File: src/rtl/control_unit_if.sv
// Opcode/flag inputs and decoded control outputs of the MIPS main decoder.
// The master side drives opcode and flags; the slave side is the decoder.
interface control_unit_if;
   logic [5:0] opcode;
   logic       eq;
   logic       les;
   logic       upper;
   logic       RegDst;
   logic       Branch;
   logic       Bne;
   logic       MemRead;
   logic       MemtoReg;
   logic [1:0] ALUop;
   logic       MemWrite;
   logic       ALUSrc;
   logic [1:0] RegWrite;
   logic [1:0] sRs;
   logic [1:0] sRdD;
   logic       Jump;
   logic       Jal;

   modport master (
      output opcode, eq, les, upper,
      input  RegDst, Branch, Bne, MemRead, MemtoReg, ALUop, MemWrite,
             ALUSrc, RegWrite, sRs, sRdD, Jump, Jal
   );

   modport slave (
      input  opcode, eq, les, upper,
      output RegDst, Branch, Bne, MemRead, MemtoReg, ALUop, MemWrite,
             ALUSrc, RegWrite, sRs, sRdD, Jump, Jal
   );
endinterface

File: src/rtl/control_unit.sv
// Registered main decoder for the single-issue MIPS datapath (one cycle latency).
// Define CU_IMM_OPS_EN to add the addi/slti immediate opcodes.
module control_unit (
   input logic           clk,
   input logic           reset,
   control_unit_if.slave bus
);

   localparam logic [5:0] OP_RTYPE = 6'b000000;
   localparam logic [5:0] OP_LW    = 6'b100011;
   localparam logic [5:0] OP_SW    = 6'b101011;
   localparam logic [5:0] OP_BEQ   = 6'b000100;
   localparam logic [5:0] OP_BNE   = 6'b000101;
   localparam logic [5:0] OP_J     = 6'b000010;
   localparam logic [5:0] OP_JAL   = 6'b000011;
`ifdef CU_IMM_OPS_EN
   localparam logic [5:0] OP_ADDI  = 6'b001000;
   localparam logic [5:0] OP_SLTI  = 6'b001010;
`endif

   logic       regDstD, branchD, bneD, memReadD, memtoRegD, memWriteD;
   logic       aluSrcD, jumpD, jalD;
   logic [1:0] aluOpD, regWriteD, sRsD, sRdDD;

   // Flags are only consulted inside the R-type arm so unknowns on them
   // cannot reach the outputs for any other opcode.
   always_comb begin
      regDstD   = 1'b0;
      branchD   = 1'b0;
      bneD      = 1'b0;
      memReadD  = 1'b0;
      memtoRegD = 1'b0;
      memWriteD = 1'b0;
      aluSrcD   = 1'b0;
      jumpD     = 1'b0;
      jalD      = 1'b0;
      aluOpD    = 2'b00;
      regWriteD = 2'b00;
      sRsD      = 2'b00;
      sRdDD     = 2'b00;
      case (bus.opcode)
         OP_RTYPE: begin
            regDstD   = 1'b1;
            regWriteD = 2'b01;
            aluOpD    = 2'b10;
            if (bus.eq) begin
               sRsD  = 2'b01;
               sRdDD = 2'b01;
            end else if (bus.les) begin
               sRsD  = 2'b10;
               sRdDD = 2'b10;
            end else if (bus.upper) begin
               sRsD  = 2'b11;
               sRdDD = 2'b11;
            end
         end
         OP_LW: begin
            aluSrcD   = 1'b1;
            memReadD  = 1'b1;
            memtoRegD = 1'b1;
            regWriteD = 2'b01;
         end
         OP_SW: begin
            aluSrcD   = 1'b1;
            memWriteD = 1'b1;
         end
         OP_BEQ: begin
            branchD = 1'b1;
            aluOpD  = 2'b01;
         end
         OP_BNE: begin
            bneD   = 1'b1;
            aluOpD = 2'b01;
         end
         OP_J: begin
            jumpD = 1'b1;
         end
         OP_JAL: begin
            jumpD     = 1'b1;
            jalD      = 1'b1;
            regWriteD = 2'b10;
         end
`ifdef CU_IMM_OPS_EN
         OP_ADDI: begin
            aluSrcD   = 1'b1;
            regWriteD = 2'b01;
         end
         OP_SLTI: begin
            aluSrcD   = 1'b1;
            regWriteD = 2'b01;
            aluOpD    = 2'b11;
         end
`endif
         default: ;
      endcase
   end

   always_ff @(posedge clk or posedge reset) begin
      if (reset) begin
         bus.RegDst   <= 1'b0;
         bus.Branch   <= 1'b0;
         bus.Bne      <= 1'b0;
         bus.MemRead  <= 1'b0;
         bus.MemtoReg <= 1'b0;
         bus.ALUop    <= 2'b00;
         bus.MemWrite <= 1'b0;
         bus.ALUSrc   <= 1'b0;
         bus.RegWrite <= 2'b00;
         bus.sRs      <= 2'b00;
         bus.sRdD     <= 2'b00;
         bus.Jump     <= 1'b0;
         bus.Jal      <= 1'b0;
      end else begin
         bus.RegDst   <= regDstD;
         bus.Branch   <= branchD;
         bus.Bne      <= bneD;
         bus.MemRead  <= memReadD;
         bus.MemtoReg <= memtoRegD;
         bus.ALUop    <= aluOpD;
         bus.MemWrite <= memWriteD;
         bus.ALUSrc   <= aluSrcD;
         bus.RegWrite <= regWriteD;
         bus.sRs      <= sRsD;
         bus.sRdD     <= sRdDD;
         bus.Jump     <= jumpD;
         bus.Jal      <= jalD;
      end
   end

endmodule

File: src/flat_wrapper.sv
// flat-port wrapper written by rule: the top's interface ports become plain ports
module control_unit_flat 
  (clk, reset, bus_opcode, bus_eq, bus_les, bus_upper, bus_RegDst, bus_Branch, bus_Bne, bus_MemRead, bus_MemtoReg, bus_ALUop, bus_MemWrite, bus_ALUSrc, bus_RegWrite, bus_sRs, bus_sRdD, bus_Jump, bus_Jal);
  control_unit_if bus_i ();
  input logic clk;
  input logic reset;
  input wire logic [$bits(bus_i.opcode)-1:0] bus_opcode;
  input wire logic [$bits(bus_i.eq)-1:0] bus_eq;
  input wire logic [$bits(bus_i.les)-1:0] bus_les;
  input wire logic [$bits(bus_i.upper)-1:0] bus_upper;
  output wire logic [$bits(bus_i.RegDst)-1:0] bus_RegDst;
  output wire logic [$bits(bus_i.Branch)-1:0] bus_Branch;
  output wire logic [$bits(bus_i.Bne)-1:0] bus_Bne;
  output wire logic [$bits(bus_i.MemRead)-1:0] bus_MemRead;
  output wire logic [$bits(bus_i.MemtoReg)-1:0] bus_MemtoReg;
  output wire logic [$bits(bus_i.ALUop)-1:0] bus_ALUop;
  output wire logic [$bits(bus_i.MemWrite)-1:0] bus_MemWrite;
  output wire logic [$bits(bus_i.ALUSrc)-1:0] bus_ALUSrc;
  output wire logic [$bits(bus_i.RegWrite)-1:0] bus_RegWrite;
  output wire logic [$bits(bus_i.sRs)-1:0] bus_sRs;
  output wire logic [$bits(bus_i.sRdD)-1:0] bus_sRdD;
  output wire logic [$bits(bus_i.Jump)-1:0] bus_Jump;
  output wire logic [$bits(bus_i.Jal)-1:0] bus_Jal;
  assign bus_i.opcode = bus_opcode;
  assign bus_i.eq = bus_eq;
  assign bus_i.les = bus_les;
  assign bus_i.upper = bus_upper;
  assign bus_RegDst = bus_i.RegDst;
  assign bus_Branch = bus_i.Branch;
  assign bus_Bne = bus_i.Bne;
  assign bus_MemRead = bus_i.MemRead;
  assign bus_MemtoReg = bus_i.MemtoReg;
  assign bus_ALUop = bus_i.ALUop;
  assign bus_MemWrite = bus_i.MemWrite;
  assign bus_ALUSrc = bus_i.ALUSrc;
  assign bus_RegWrite = bus_i.RegWrite;
  assign bus_sRs = bus_i.sRs;
  assign bus_sRdD = bus_i.sRdD;
  assign bus_Jump = bus_i.Jump;
  assign bus_Jal = bus_i.Jal;
  control_unit u_core (.clk(clk), .reset(reset), .bus(bus_i));
endmodule
File: config.mk
export PLATFORM = sky130hd
export DESIGN_NAME = control_unit_flat
export DESIGN_NICKNAME = d
export VERILOG_FILES = /design/src/rtl/control_unit_if.sv /design/src/rtl/control_unit.sv /design/src/flat_wrapper.sv
export SDC_FILE = /design/constraint.sdc
export NUM_CORES = 1
export LEC_CHECK = 0
export BUFFER_PORTS_ARGS = -buffer_cell sky130_fd_sc_hd__buf_2
export CELL_PAD_IN_SITES_DETAIL_PLACEMENT = 1
export CELL_PAD_IN_SITES_GLOBAL_PLACEMENT = 2
export CORE_MARGIN = 2
export CORE_UTILIZATION = 25
export DETAILED_ROUTE_END_ITERATION = 8
export PLACE_DENSITY_LB_ADDON = 0.1
export SYNTH_ARGS = -nofsm -noshare
export SYNTH_HDL_FRONTEND = slang
export SYNTH_SLANG_ARGS = --single-unit
File: constraint.sdc
create_clock -name clk -period 1.58 [get_ports clk]
set_input_delay 0.158 -clock clk [delete_from_list [all_inputs] [get_ports clk]]
set_output_delay 0.158 -clock clk [all_outputs]
set_load 0.02 [all_outputs]
==> impl_metrics.yaml, run 1 <==
die:
  initial_core_util_pct: 27.2
  dieWidth_um: 48.0
  die_h_um: 48.0
  fp.coreArea_um2: 1780
  ios: 28
  num_rows: 15
  die_area_um2: 2300
sta:
  period_share_pct: 72.1
  max_freq_mhz: 878
  tns_ns: 0
  drv_slew: 0
  max_slew.worst_pin.slew_ns: 0.481
  period_minus_slack_ns: 1.14
  rsz0062_at_grt: "false"
  report.final.setup_viol: 0
  max-slew-margin-rel_pct: 67.9
  hold_violations: 0
yosys:
  ys_seq_area_share_pct: 67.2
  syn-num-nets: 52
  ys_ff_latch: 13
  syn_avg_cell_area_um2: 11.8
  netlist_area_um2: 484
  synthTopCellsByArea: "dfrtp_1, buf_4, inv_1, nor2_1, or3_4"
  synth.largest_area_cell: "dfrtp_1"
  synth.distinct_cells: 15
  syn_inst: 41
  netlist.area_leader.share_pct: 67.2
  yosys_warnings: 0
power_and_ir_drop:
  power_density_nw_per_um2: 880
  ir_drop_uv: 355
  power_mw: 0.578
  leakage_nw: 0.423
detailed_routing:
  route.detailed.drc: 0
  wl_per_cell_um: 9.43
  first_pass_iters: 1
  drt_wl_total_um: 886
  route.vias.total: 378
  ant_nets: 0
  viasPerCell: 4.02
  dr.first_iter.drc_count: 0
placed_design:
  post-dp-hpwl_um: 735
  gp_congestion: 0.640
  dp.cells: 89
  port_buffers: 27
clocking:
  cts-root-buf: "clkbuf_4"
  cts-hold-fix-buffers: 1
  cts_resized: 0
  cts_tree: "done"
  cts_buffer_depth: 2
  htree_levels: 1
  cts.sinks: 13
  post_cts_buffers: 0
  path_clk_slew_ns: 0.07
  cts_buffers: 3
flow_run:
  cap_viol_max_count: 0
critical_path:
  critPathCaptureType: "flop"
  crit_type: "primary input to flop"
  cp_max_fo: 5
  required_ns: 1.77
  crit_path_start_kind: "primary input"
  crit_arrival_ns: 1.33
layout:
  drive_gt1_share_pct: 49.3
  final_common_cell: "buf_2"
  final_util_pct: 36.8
  nets: 81
  syn_to_final_growth_pct: 35.7
  final_cell_mix: "buf_2, dfrtp_1, inv_1"
  finalNonFillerCells: 94
  diodes: 0
global_routing:
  grt_pass1_vias: 343
  grt_pass1_wl_um: 1410
  grt_antenna_before_repair: 0
  grt_max_degree: 14
  gr-total-overflow: 0
  grtUsageTotal_pct: 8.99
min_path:
  min_path_type: "primary input to flop"
outcome:
  status: "complete, no violations"
-- state kept, by name (all words and copies together), names as in the netlist --
| name | cells |
|---|---|
| u_core.bus.Jump | 1 |
| u_core.bus.MemWrite | 1 |
| u_core.bus.sRs | 2 |
| u_core.bus.Bne | 1 |
| u_core.bus.RegWrite | 2 |
| u_core.bus.ALUop | 2 |
| u_core.bus.RegDst | 1 |
| u_core.bus.MemRead | 1 |
| u_core.bus.Branch | 1 |
| u_core.bus.ALUSrc | 1 |
-- cells in the mapped netlist --
cell and count:
dfrtp_1 13, nor3_2 1, and3_1 1, inv_1 7, o21ai_0 1, or4_4 1, nand2_1 1, and2_1 1
a21oi_1 1, buf_4 4, nor2_1 6, nor2b_1 1, or3_4 1, nor3_1 1, or4b_2 1
-- routing by layer --
layer	share of wire, %	wire length [um]	GRT usage [%]
met4	0	0	3.24
met2	49	436	14.9
met1	43	381	10.6
met3	7.7	68	3.40
met5	0	0	0
-- where the power goes --
part	switching (mW)	internal (mW)
Sequential	0.000880	0.336
Clock	0.0971	0.0976
Combinational	0.0278	0.0186
Total	0.126	0.452
-- path summary, 6_finish.rpt --
kind	endpoint	cells after the start	from	slack [ns]
max	u_core.bus.sRs[1]$_DFF_PP0_	4	bus_opcode[3]	0.44
min	u_core.bus.sRs[1]$_DFF_PP0_	2	bus_eq	0.06
max in group asynchronous	u_core.bus.ALUop[0]$_DFF_PP0_	3	reset	0.80
min in group asynchronous	u_core.bus.ALUop[1]$_DFF_PP0_	3	reset	0.46
-- final cells by class --
cell class | instances | area, um2
Tap cell | 25 | 31.3
Sequential cell | 13 | 325
Timing Repair Buffer | 28 | 145
Inverter | 7 | 26.3
Multi-Input combinational cell | 17 | 103
Fill cell | 227 | 1130
Clock buffer | 4 | 26.3
-- cell families after synthesis --
logic type | synth area share, %
AND/OR/NAND/NOR | 19.1
buffers and inverters | 11.6
flip-flops | 67.2
AO/OA/AOI/OAI | 2.07
-- worst max-delay path: stages --
cell,delay [ns]
buf_2,0.13
or4_4,0.53
or3_4,0.37
nor3_2,0.15
-- stage by stage --
stage | instance area [um2] | hold slack, ns | setup slack [ns]
finish | 657 | 0.0600 | 0.442
global route | 657 | 0.0497 | 0.405
CTS | 657 | 0.0463 | 0.443
detailed placement | 621 | 0.206 | 0.157
global placement | 621 | 0.197 | 0.181
floorplan | 484 | 0.0350 | 0.320
Note: power is estimated with default switching activity, not from simulation.
==> run 2, diff against run 1 <==
Settings changed: CORE_UTILIZATION 25 to 23.
Clock period 1.58 ns to 1.1 ns, I/O delays scaled along.
==> impl_metrics.yaml, run 2 (same netlist as run 1, synthesis figures left out) <==
outcome:
  status: "complete, no violations"
layout:
  drive_gt1_share_pct: 52.6
  nets: 88
  diodes: 0
  final_util_pct: 36.7
  final_common_cell: "buf_2"
  top_regs: "u_core.bus.ALUop (2), u_core.bus.RegWrite (2), u_core.bus.sRs (2)"
  finalNonFillerCells: 103
  final_cell_mix: "buf_2, dfrtp_1, inv_1"
  postLayoutCellArea_um2: 727
  syn_to_final_growth_pct: 50.1
placed_design:
  port_buffers: 27
  placed_area_um2: 668
  post-dp-hpwl_um: 800
  dp.cells: 97
  gp_congestion: 0.646
  dp_slack_ns: -0.257
critical_path:
  required_ns: 1.30
  crit_arrival_ns: 1.27
  slowest_delay_ns: 0.52
  cp-startpoint: "bus_opcode[2]"
  critPathCaptureType: "flop"
  cp_max_fo: 5
  crit_path_start_kind: "primary input"
  cpMaxStageDelayCell: "or4_4"
  crit_type: "primary input to flop"
  cp_cell_sequence: "buf_6, or4_4, or3_4, nor3_4"
sta:
  setup_slack_ns: 0.0299
  max_freq_mhz: 935
  rsz0062_at_grt: "false"
  period_minus_slack_ns: 1.07
  tns_ns: 0
  hold_violations: 0
  hold_ws_ns: 0.106
  report.final.setup_viol: 0
  drv_slew: 0
  period_share_pct: 97.3
  max-slew-margin-rel_pct: 68.6
  max_slew.worst_pin.slew_ns: 0.471
die:
  initial_core_util_pct: 24.4
  num_rows: 16
  die_h_um: 49.9
  fp.coreArea_um2: 1980
  die_area_um2: 2490
  dieWidth_um: 49.9
  ios: 28
power_and_ir_drop:
  ir_drop_uv: 611
  switching_share_pct: 22.2
  combPwrFrac_pct: 10.3
  pwr-share-clk_pct: 33.2
  leakage_nw: 0.461
  power_frac_seq_pct: 56.5
  internal_power_mw: 0.666
  power_mw: 0.856
  power_density_nw_per_um2: 1180
  p_sw_mw: 0.190
global_routing:
  grtUsageTotal_pct: 9.42
  grt_pass1_vias: 378
  grt_pass1_wl_um: 1680
  grt_antenna_before_repair: 0
  gr-total-overflow: 0
  grt_max_degree: 14
clocking:
  path_clk_slew_ns: 0.07
  cts.sinks: 13
  post_cts_buffers: 0
  cts_buffers: 3
  cts_buffer_depth: 2
  htree_levels: 1
  cts_tree: "done"
  cts-root-buf: "clkbuf_4"
min_path:
  hold_depth: 3
  hold_path.startpoint: "bus_opcode[0]"
  min_path_type: "primary input to flop"
  min_to: "u_core.bus.Branch$_DFF_PP0_"
detailed_routing:
  viasPerCell: 3.80
  wl_per_cell_um: 9.56
  dr.first_iter.drc_count: 1
  first_pass_iters: 3
  route.detailed.drc: 0
  ant_nets: 0
  route.vias.total: 391
  drt_wl_total_um: 985
flow_run:
  cap_viol_max_count: 0
==> run 2: power groups by stage <==
stage                     registers (mW)  clock network [mW]  logic [mW]
after CTS                          0.484               0.304      0.0863
after detailed placement           0.494                   0      0.0808
after global routing               0.485               0.333      0.0993
final                              0.484               0.284      0.0880
after global placement             0.493                   0      0.0812
after floorplan                    0.501                   0      0.0234
==> run 2: area by class of cell <==
class	instances	area, um2
clock buffer	4	26.3
tap	27	33.8
sequential	13	325
inverter	7	26.3
multi-input combinational	17	109
timing repair buffer	35	206
fill	233	1250
==> run 2: worst max-delay path by stage <==
stage / end / slack (ns) / depth (start not counted)
3_3_place_gp: u_core.bus.sRs[1]$_DFF_PP0_ / -0.24 / 4
2_1_floorplan: u_core.bus.sRs[1]$_DFF_PP0_ / -0.11 / 3
4_1_cts: u_core.bus.sRs[1]$_DFF_PP0_ / 0.04 / 4
3_5_place_dp: u_core.bus.sRs[1]$_DFF_PP0_ / -0.26 / 4
6_report: u_core.bus.sRs[1]$_DFF_PP0_ / 0.03 / 4
5_1_grt: u_core.bus.sRs[1]$_DFF_PP0_ / 0.03 / 4
==> run 2: timing repair <==
action | in CTS | in global routing
hold endpoints to repair | 14 | 0
endpoints found under the setup margin | 0 | 1
resized for setup | 0 | 2
hold buffers | 2 | 0
==> run 2: routing by layer <==
layer	GRT usage, %	vias to the layer above	wire length, um
met5	0	-	0
met4	6.94	0	14
met3	2.73	2	79
met2	13.6	18	451
met1	11.9	177	440
li1	-	194	-
==> run 2: worst max-delay path: cells and delay by family <==
kind | cells | cell delay [ns]
and+or+nand+nor | 3 | 1.06
buffers and inverters | 1 | 0.09
==> run 3, diff against run 2 <==
Settings changed: CORE_ASPECT_RATIO from default to 1.1.
==> impl_metrics.yaml, run 3 (same netlist as run 1, synthesis figures left out) <==
global_routing:
  grt_pass1_vias: 352
  grt_pass1_wl_um: 1430
  grt_antenna_before_repair: 0
  grt_max_degree: 14
  gr-total-overflow: 0
  grtUsageTotal_pct: 8.53
critical_path:
  crit_path_start_kind: "primary input"
  cp_top_family: "simple AND/OR/NAND/NOR gates"
  crit_arrival_ns: 1.25
  cp_cell_sequence: "buf_6, or4_4, or3_4, nor3_2"
  required_ns: 1.30
  slowest_delay_ns: 0.53
  cp_max_fo: 5
  crit_type: "primary input to flop"
  cpMaxStageDelayCell: "or4_4"
  cp_num_buf_inv: 1
  critPathCaptureType: "flop"
sta:
  hold_violations: 0
  max-slew-margin-rel_pct: 68.9
  drv_slew: 0
  max_slew.worst_pin.slew_ns: 0.466
  tns_ns: 0
  max_freq_mhz: 944
  rsz0062_at_grt: "false"
  hold_ws_ns: 0.00931
  period_share_pct: 96.3
  period_minus_slack_ns: 1.06
  report.final.setup_viol: 0
layout:
  diodes: 0
  syn_to_final_growth_pct: 45.7
  nets: 86
  final_common_cell: "buf_2"
  drive_gt1_share_pct: 54.1
  final_cell_mix: "buf_2, dfrtp_1, inv_1"
  multi_input_area_um2: 103
  top_regs: "u_core.bus.ALUop (2), u_core.bus.RegWrite (2), u_core.bus.sRs (2)"
  seqCellArea_um2: 325
  fill_cells: 253
die:
  fp.coreArea_um2: 2000
  die_h_um: 52.1
  num_rows: 17
  initial_core_util_pct: 24.2
  dieWidth_um: 47.8
  die_area_um2: 2490
  ios: 28
clocking:
  cts-root-buf: "clkbuf_4"
  htree_levels: 1
  post_cts_buffers: 0
  cts_buffer_depth: 2
  cts_tree: "done"
  cts_buffers: 3
  cts.sinks: 13
  path_clk_slew_ns: 0.08
detailed_routing:
  viasPerCell: 3.76
  route.vias.total: 384
  dr.first_iter.drc_count: 0
  first_pass_iters: 1
  drt_wl_total_um: 941
  ant_nets: 0
  wl_per_cell_um: 9.23
  route.detailed.drc: 0
placed_design:
  post-dp-hpwl_um: 781
  port_buffers: 27
  gp_congestion: 0.628
power_and_ir_drop:
  leakage_nw: 0.451
  ir_drop_uv: 411
  power_density_nw_per_um2: 1200
flow_run:
  cap_viol_max_count: 0
outcome:
  status: "complete, no violations"
min_path:
  min_path_type: "primary input to flop"
==> run 3: repair_timing <==
action	CTS	global route
resized for setup	0	1
endpoints found under the hold margin	13	0
hold buffers	1	0
setup endpoints to repair	0	1
==> run 3: final timing paths <==
check,startpoint,to,slack [ns],depth (start not counted)
hold / removal,bus_eq,u_core.bus.sRs[1]$_DFF_PP0_,0.009,2
setup / recovery,bus_opcode[2],u_core.bus.sRs[1]$_DFF_PP0_,0.04,4
min in group asynchronous,reset,u_core.bus.ALUop[1]$_DFF_PP0_,0.40,3
max in group asynchronous,reset,u_core.bus.RegWrite[0]$_DFF_PP0_,0.38,3
==> run 3: cell type report <==
cell class	instances	share of cell area [%]
Sequential cell	13	46.1
Timing Repair Buffer	33	26.8
Multi-Input combinational cell	17	14.5
Tap cell	28	4.96
Inverter	7	3.72
Clock buffer	3	3.19
Clock inverter	1	0.709
==> run 3: routing by layer <==
layer  wire [um]  part of all wire (%)  global-route usage (%)  up-vias
met5           0                     0                       0        -
met4           4                  0.43                    5.41        0
met3          90                   9.6                    3.82        2
met1         377                    40                    10.3      175
li1            -                     -                       -      190
met2         468                    50                    12.0       17
==> run 3: metrics by stage <==
stage	power, mW	instance area (um2)	setup WS, ns	utilization (%)	std cells
3_5_place_dp	0.572	662	-0.265	33.1	97
6_report	0.848	706	0.0407	35.3	102
4_1_cts	0.863	699	0.0208	35.0	102
5_1_grt	0.904	706	0.0104	35.3	102
2_1_floorplan	0.524	484	-0.112	-	41
3_3_place_gp	0.572	662	-0.237	33.1	97
==> run 3: power by group <==
part	leakage, nW	switching (mW)	internal [mW]	total (mW)
registers	0.181	0.00130	0.483	0.484
clock network	0.0177	0.149	0.134	0.283
logic	0.253	0.0423	0.0387	0.0810
